==> src/rtl/spi_pkg.sv <==
// Shared definitions for the SPI master: FSM encoding and parameter limits.
package spi_pkg;

  typedef enum logic [2:0] {
    ST_IDLE  = 3'd0,
    ST_SETUP = 3'd1,
    ST_HIGH  = 3'd2,
    ST_LOW   = 3'd3,
    ST_GAP   = 3'd4
  } spi_state_t;

  localparam int MIN_HALF  = 4;
  localparam int MAX_WIDTH = 32;
  localparam int TMR_W     = 8;

endpackage

==> src/rtl/sync2.sv <==
// Two-flop synchroniser for a single asynchronous bit.
module sync2 (
  input  logic i_clk,
  input  logic i_rst,
  input  logic i_d,
  output logic o_q
);

  logic r_meta;
  logic r_sync;

  always_ff @(posedge i_clk) begin
    if (i_rst) begin
      r_meta <= 1'b0;
      r_sync <= 1'b0;
    end else begin
      r_meta <= i_d;
      r_sync <= r_meta;
    end
  end

  assign o_q = r_sync;

endmodule

==> src/rtl/spi_master.sv <==
// Mode-0 SPI master: one WIDTH-bit full-duplex frame per start, MSB first.
//
// state | meaning
// IDLE  | ssel high, waiting for start
// SETUP | ssel low, first bit on mosi, sck low
// HIGH  | sck high; miso sampled on the last cycle
// LOW   | sck low; next bit presented on entry
// GAP   | one half-period hold with ssel low, then two half-periods deselected
module spi_master
  import spi_pkg::*;
#(
  parameter int WIDTH = 32,
  parameter int HALF  = 4
) (
  input  logic             clk,
  input  logic             rst,
  input  logic             start,
  input  logic [WIDTH-1:0] tx_data,
  output logic             busy,
  output logic             done,
  output logic [WIDTH-1:0] rx_data,
  output logic             sck,
  output logic             ssel,
  output logic             mosi,
  input  logic             miso
);

  localparam int BIT_W = $clog2(WIDTH);
  localparam logic [TMR_W-1:0] TMR_LOAD = TMR_W'(HALF - 1);
  localparam logic [BIT_W-1:0] BIT_LOAD = BIT_W'(WIDTH - 1);

  spi_state_t       r_state;
  logic [TMR_W-1:0] r_tmr;
  logic [BIT_W-1:0] r_bit;
  logic [1:0]       r_phase;
  logic [WIDTH-1:0] r_tx_shift;
  logic [WIDTH-1:0] r_rx_shift;
  logic [WIDTH-1:0] r_rx_data;
  logic             r_busy;
  logic             r_done;
  logic             r_sck;
  logic             r_ssel;
  logic             r_mosi;
  logic             w_miso_sync;
  logic             w_tmr_end;

  sync2 u_sync_miso (
    .i_clk (clk),
    .i_rst (rst),
    .i_d   (miso),
    .o_q   (w_miso_sync)
  );

  assign w_tmr_end = (r_tmr == '0);

  always_ff @(posedge clk) begin
    if (rst) begin
      r_state    <= ST_IDLE;
      r_tmr      <= '0;
      r_bit      <= '0;
      r_phase    <= '0;
      r_tx_shift <= '0;
      r_rx_shift <= '0;
      r_rx_data  <= '0;
      r_busy     <= 1'b0;
      r_done     <= 1'b0;
      r_sck      <= 1'b0;
      r_ssel     <= 1'b1;
      r_mosi     <= 1'b0;
    end else begin
      r_done <= 1'b0;
      case (r_state)
        ST_IDLE: begin
          if (start) begin
            r_state    <= ST_SETUP;
            r_tmr      <= TMR_LOAD;
            r_bit      <= BIT_LOAD;
            r_tx_shift <= tx_data << 1;
            r_rx_shift <= '0;
            r_mosi     <= tx_data[WIDTH-1];
            r_ssel     <= 1'b0;
            r_busy     <= 1'b1;
          end
        end
        ST_SETUP, ST_LOW: begin
          if (w_tmr_end) begin
            r_state <= ST_HIGH;
            r_tmr   <= TMR_LOAD;
            r_sck   <= 1'b1;
          end else begin
            r_tmr <= r_tmr - TMR_W'(1);
          end
        end
        ST_HIGH: begin
          if (w_tmr_end) begin
            r_rx_shift <= {r_rx_shift[WIDTH-2:0], w_miso_sync};
            r_sck      <= 1'b0;
            r_tmr      <= TMR_LOAD;
            if (r_bit != '0) begin
              r_state    <= ST_LOW;
              r_mosi     <= r_tx_shift[WIDTH-1];
              r_tx_shift <= r_tx_shift << 1;
              r_bit      <= r_bit - BIT_W'(1);
            end else begin
              r_state <= ST_GAP;
              r_phase <= 2'd0;
            end
          end else begin
            r_tmr <= r_tmr - TMR_W'(1);
          end
        end
        ST_GAP: begin
          if (w_tmr_end) begin
            r_tmr <= TMR_LOAD;
            // phase 0 holds ssel low; phases 1-2 keep the slave deselected
            if (r_phase == 2'd0) begin
              r_phase <= 2'd1;
              r_ssel  <= 1'b1;
              r_mosi  <= 1'b0;
            end else if (r_phase == 2'd1) begin
              r_phase <= 2'd2;
            end else begin
              r_state   <= ST_IDLE;
              r_phase   <= 2'd0;
              r_tmr     <= '0;
              r_rx_data <= r_rx_shift;
              r_done    <= 1'b1;
              r_busy    <= 1'b0;
            end
          end else begin
            r_tmr <= r_tmr - TMR_W'(1);
          end
        end
        default: begin
          r_state <= ST_IDLE;
          r_ssel  <= 1'b1;
          r_sck   <= 1'b0;
          r_mosi  <= 1'b0;
          r_busy  <= 1'b0;
        end
      endcase
    end
  end

  assign busy    = r_busy;
  assign done    = r_done;
  assign rx_data = r_rx_data;
  assign sck     = r_sck;
  assign ssel    = r_ssel;
  assign mosi    = r_mosi;

endmodule

==> config.mk <==
export PLATFORM = sky130hd
export DESIGN_NAME = spi_master
export DESIGN_NICKNAME = d
export VERILOG_FILES = /design/src/rtl/spi_pkg.sv /design/src/rtl/sync2.sv /design/src/rtl/spi_master.sv
export SDC_FILE = /design/constraint.sdc
export NUM_CORES = 1
export LEC_CHECK = 0
export CAP_MARGIN = 20
export CORE_UTILIZATION = 53
export DETAILED_ROUTE_END_ITERATION = 10
export GPL_TIMING_DRIVEN = 0
export HOLD_SLACK_MARGIN = 0.05
export PLACE_DENSITY = 0.89
export REMOVE_ABC_BUFFERS = 1
export SETUP_SLACK_MARGIN = 0.02
export SLEW_MARGIN = 20
export SYNTH_ARGS = -nofsm -noshare
export SYNTH_HDL_FRONTEND = slang
export SYNTH_SLANG_ARGS = --single-unit
==> constraint.sdc <==
create_clock -name clk -period 2.9 [get_ports clk]
set_input_delay 0.725 -clock clk [delete_from_list [all_inputs] [get_ports clk]]
set_output_delay 0.725 -clock clk [all_outputs]
set_load 0.05 [all_outputs]
**Word-level counts from Yosys, hierarchy flattened**

Index checks and enable logic that the tools add are counted.

- Register bits: 121
- Input bits: 36
- Output and inout port bits: 37
- Logic and storage cells: 108

- $add $sub $neg: 2
- Equality and inequality tests: 14
- Mux-type cells: 50
- Bitwise logic cells: 7
- Reduce and logical (&&, ||, !) cells: 21

Operators by type and width:

| operator | number |
|---|---|
| 2-to-1 mux 32 bit | 5 |
| case mux 32 bit (2 select lines) | 2 |
| 2-to-1 mux 8 bit | 3 |
| case mux 8 bit (3 select lines) | 1 |
| 2-to-1 mux 3 bit | 7 |
| != test 2 bit (second input constant) | 9 |
| AND reduction 4 bit | 4 |
| 2-to-1 mux 1 bit | 15 |
| 2-to-1 mux 5 bit | 3 |
| 2-to-1 mux 2 bit | 7 |
| case mux 3 bit (4 select lines) | 1 |
| AND reduction 6 bit | 2 |
| case mux 5 bit (2 select lines) | 1 |
| case mux 1 bit (3 select lines) | 3 |
| zero test 8 bit | 1 |
| subtractor 8 x 1 -> 8 bit (second input constant) | 1 |
| NOT 1 bit | 7 |
| == test 3 x 2 -> 1 bit (second input constant) | 2 |
| AND reduction 3 bit | 2 |
| AND reduction 5 bit | 1 |
| nonzero test 5 bit | 1 |
| subtractor 5 x 1 -> 5 bit (second input constant) | 1 |
| case mux 1 bit (4 select lines) | 1 |
| case mux 2 bit (2 select lines) | 1 |
| 11 further kinds | 13 |

**Logic depth before layout (Yosys ltp)**

- Word-level depth: 5
- Mapped depth: 8
- Gate-level depth less buffers: 6

**Hierarchy**

A second synthesis with hierarchy kept.

- Cells, all modules: 604
- Area total of the unflattened synthesis: 4981.0 µm²

Modules (own cells, without submodules):

| module | times used | cells each | area an instance (µm²) | sequential area each (µm²) |
|---|---|---|---|---|
| spi_master | 1 | 600 | 4928.5 | 2362.3 |
| sync2 | 1 | 4 | 52.6 | 40.0 |

**Worst setup path after synthesis**

OpenSTA, ideal clock, no wires.

- Path type: in2reg
- Start: in start
- End: reg r_tx_shift[22]
- Setup time: 0.142 ns
- Data arrival time: 2.005 ns
- Slack: 0.753 ns
- Stages: 5
- Buffers on the path: 2
- Cell sequence: or4b_2 > clkbuf_1 > o41ai_4 > clkbuf_1 > a311oi_1

- Word-level cells in the longest chain between the ends: 2

RTL lines:

| element | RTL line | RTL |
|---|---|---|
| start, declared | spi_master.sv:17 | `input logic start,` |
| != test 2 bit (no line) | -- |  |
| AND reduction 4 bit (no line) | -- |  |
| end signal, assigned | spi_master.sv:78 | `r_tx_shift <= tx_data << 1;` |
| end signal, assigned | spi_master.sv:102 | `r_tx_shift <= r_tx_shift << 1;` |
| end, declared | spi_master.sv:36 | `logic [WIDTH-1:0] r_tx_shift;` |

No other way between the ends.
A chain may end at the register's enable or synchronous reset.

**Worst setup path after layout**

- Start: reg r_tmr[0]
- End: reg r_rx_data[18] (netlist: rx_data[18])

- Word-level cells in the longest chain between the ends: 2

RTL lines:

| element | RTL line | RTL |
|---|---|---|
| start, declared | spi_master.sv:33 | `logic [TMR_W-1:0] r_tmr;` |
| start signal, assigned | spi_master.sv:91 | `r_tmr <= r_tmr - TMR_W'(1);` |
| start signal, assigned | spi_master.sv:109 | `r_tmr <= r_tmr - TMR_W'(1);` |
| start signal, assigned | spi_master.sv:131 | `r_tmr <= r_tmr - TMR_W'(1);` |
| zero test 8 bit | spi_master.sv:54 | `assign w_tmr_end = (r_tmr == '0);` |
| AND reduction 4 bit (no line) | -- |  |
| end signal, assigned | spi_master.sv:126 | `r_rx_data <= r_rx_shift;` |
| end, declared | spi_master.sv:38 | `logic [WIDTH-1:0] r_rx_data;` |

No other way between the ends.

==> reports/metrics.yaml <==
die_y_um: 99.7
crit_required_ns: 3.28
syn-instance-count: 581
ys_seq_area_share_pct: 47.4
dpl.hpwl_um: 7390
comb_power_share_pct: 15.2
stdcell_area_um2: 6590
routed_wl_um: 12000
clockPowerShare_pct: 45.8
ant_nets: 0
max_cap_violations: 0
hold_class: "flip-flop to flip-flop"
synthTopCellsByCount: "dfxtp_1 (120), nor2_1 (82), nand2_1 (64)"
grt-ovfl-total: 0
r2r_end: "rx_data[18]"
ys_seq_elements: 120
crit_fanout: 10
first_iter_violations: 272
fp-row-count: 35
yosys.area.top_type: "dfxtp_1"
hold_start: "u_sync_miso.r_meta"
clock.fmax_ghz: 0.377
hold_buffers: 0
area_delta_synth_final_pct: 30.2
run_status: "finished, final reports clean"
r2r-start: "r_tmr[0]"
hold_violations: 0
rsz0062_at_grt: "no"
r2r_cells: 8
ff_latch_area_um2: 2410
antenna_found_initial: 0
period_share_pct: 91.5
start_kind: "flip-flop"
cts_buffers: 17
hold-worst-slack_ns: 0.442
tritoncts: "done"
synth_edf_count: 0
nNetsFinal: 666
grt_max_degree: 76
ys_top_cells_by_area: "dfxtp_1 (47%), mux2i_1 (6.5%), nor2_1 (6.1%)"
multi_input_area_um2: 2450
die_area_um2: 9950
pwr-share-seq_pct: 39.0
swShare_pct: 26.7
grt_pass1_vias: 4434
coreArea_um2: 9240
max_slew_margin_pct: 40.9
vias: 4623
synth_area_um2: 5060
end_kind: "flip-flop"
synth-main-ff-cell: "dfxtp_1"
drt_first_pass_iters: 5
antenna_cells: 0
synth_cell_types: 41
htree_levels: 4
insertion_delay_ns: 0.51
internal_power_w: 0.00349
ios: 73
drcViolationCount: 0
arrival_ns: 3.03
die_w_um: 99.7
yosysMostFrequentCell: "dfxtp_1"
synth_top_area_share_pct: 47.4
worst_pin_slew_ns: 0.887
port_buffers: 72
placed_area_um2: 5960
setup_viol: 0
power.net_switching_w: 0.00127
track_usage_pct: 25.3
grt_pass1_wl_um: 20300
synthArstFlopShare_pct: 0
cts_root_buf: "clkbuf_8"
start_util_pct: 54.8
fin_util_pct: 71.3
power.density_nw_per_um2: 722
yosys_warnings: 0
rrSetupSlack_ns: 0.25
final_cells: 767
drive_gt1_share_pct: 9.40
fill_cells: 635
syn_area_per_cell_um2: 8.72
cts.reportedPaths.clkPinSlew_ns: 0.06
skew_ns: 0.0109
maxSlewViolCount: 0
power.static_leakage_nw: 2.66
post-place-cells: 736
worstHoldEndpoint: "u_sync_miso.o_q"
fin_crit_ns: 2.65
clock-sinks: 120
worstSetupPathType: "flip-flop to flip-flop"
gp_congestion: 0.861
detail_route.vias_per_cell: 6.03
wl_per_cell_um: 15.6
power.total_w: 0.00476
clock_path_buffers: 2
vdd_drop_max_mv: 0.474
worstHoldPathCells: 1
==> power groups by stage <==
stage          Sequential [W]  Clock, W  Combinational (W)
4_1_cts               0.00185   0.00220           0.000713
3_3_place_gp          0.00189         0           0.000611
5_1_grt               0.00187   0.00228           0.000792
6_report              0.00186   0.00218           0.000724
3_5_place_dp          0.00188         0           0.000700
2_1_floorplan         0.00189         0           0.000407
==> layout make-up <==
type                       count  area share [%]
clock inverter                 8            2.18
sequential                   120            36.5
timing repair buffer          85            14.0
clock buffer                  22            7.18
multi-input combinational    395            37.2
inverter                       8           0.456
tap                          129            2.45
==> kinds of logic (layout without fill, tap and decap cells) <==
group	count (synthesis)	after routing	synth area share (%)
buffers and inverters	66	123	5.11
DFF	120	120	47.4
muxes	34	34	6.75
and+or+nand+nor	217	217	20.2
AOI/OAI and AO/OA	136	136	18.9
adders and majority gates	3	3	0.741
xor gates and xnor gates	5	5	0.865
==> per-layer routing <==
layer	wire length, um	part of all wire [%]	global-route usage, %
met4	174	1.4	11.2
met1	4850	40	30.2
met2	6120	51	43.1
met3	857	7.1	6.25
met5	0	0	0
==> cells in the final DEF (no fill, tap or decap), types with 3 or more instances in the layout <==
| master | netlist | routed |
|---|---|---|
| mux2i_1 | 33 | 33 |
| clkbuf_8 | 0 | 5 |
| ha_1 | 3 | 3 |
| o41ai_1 | 3 | 3 |
| a211oi_1 | 3 | 3 |
| bufinv_16 | 0 | 4 |
| nand2_1 | 64 | 64 |
| clkbuf_16 | 0 | 16 |
| buf_4 | 3 | 3 |
| nor4_1 | 5 | 4 |
| buf_16 | 0 | 3 |
| nor2_1 | 82 | 80 |
| o31ai_1 | 33 | 33 |
| inv_1 | 8 | 8 |
| xor2_1 | 5 | 5 |
| buf_6 | 0 | 5 |
| a31oi_1 | 8 | 7 |
| a311oi_1 | 30 | 30 |
| clkdlybuf4s50_1 | 0 | 71 |
| a21oi_1 | 43 | 43 |
| dfxtp_2 | 0 | 3 |
| nand3_1 | 5 | 5 |
| o21ai_0 | 7 | 7 |
| nor2b_1 | 4 | 4 |
| nand4_1 | 37 | 37 |
| dfxtp_1 | 120 | 117 |
| clkinv_2 | 0 | 3 |
==> worst max-delay path, stage by stage (launching register included) <==
cell and delay, ns:
dfxtp_1 0.33, inv_1 0.06, ha_1 0.24, nor3b_2 0.63
nand4_1 0.55, buf_8 0.33, buf_8 0.16, mux2i_1 0.17
nor2_1 0.06
==> state kept, by name, summed over array words and instances, names as in the netlist <==
register            flops
u_sync_miso.o_q         1
ssel                    1
sck                     1
rx_data                32
mosi                    1
r_bit                   5
done                    1
r_rx_shift             32
busy                    1
r_state                 3
u_sync_miso.r_meta      1
r_phase                 2
r_tx_shift             31
r_tmr                   8
==> stage by stage <==
step                worst slack [ns]  TNS [ns]
global placement               -2.62   -202.38
detailed placement            -0.351     -4.12
global route                  0.0749         0
CTS                           0.0615         0
finish                         0.247         0
floorplan                     -0.997    -58.56
==> worst max-delay path by stage <==
| stage | from | to | slack (ns) |
|---|---|---|---|
| 3_5_place_dp | r_state[1] | r_tx_shift[20] | -0.35 |
| 2_1_floorplan | r_state[1] | r_bit[2] | -1.0 |
| 3_3_place_gp | r_state[1] | r_bit[3] | -2.62 |
| 6_report | r_tmr[0] | rx_data[18] | 0.25 |
| 5_1_grt | r_tmr[0] | rx_data[28] | 0.07 |
| 4_1_cts | r_state[1] | r_tx_shift[19] | 0.06 |
==> what timing repair did <==
action,CTS,global route
gates resized for setup,0,2
pin swaps,1,0
buffers inserted,1,0
setup endpoints to repair,25,27
gates cloned,0,0
No activity file was read; power rests on OpenSTA's default activity.
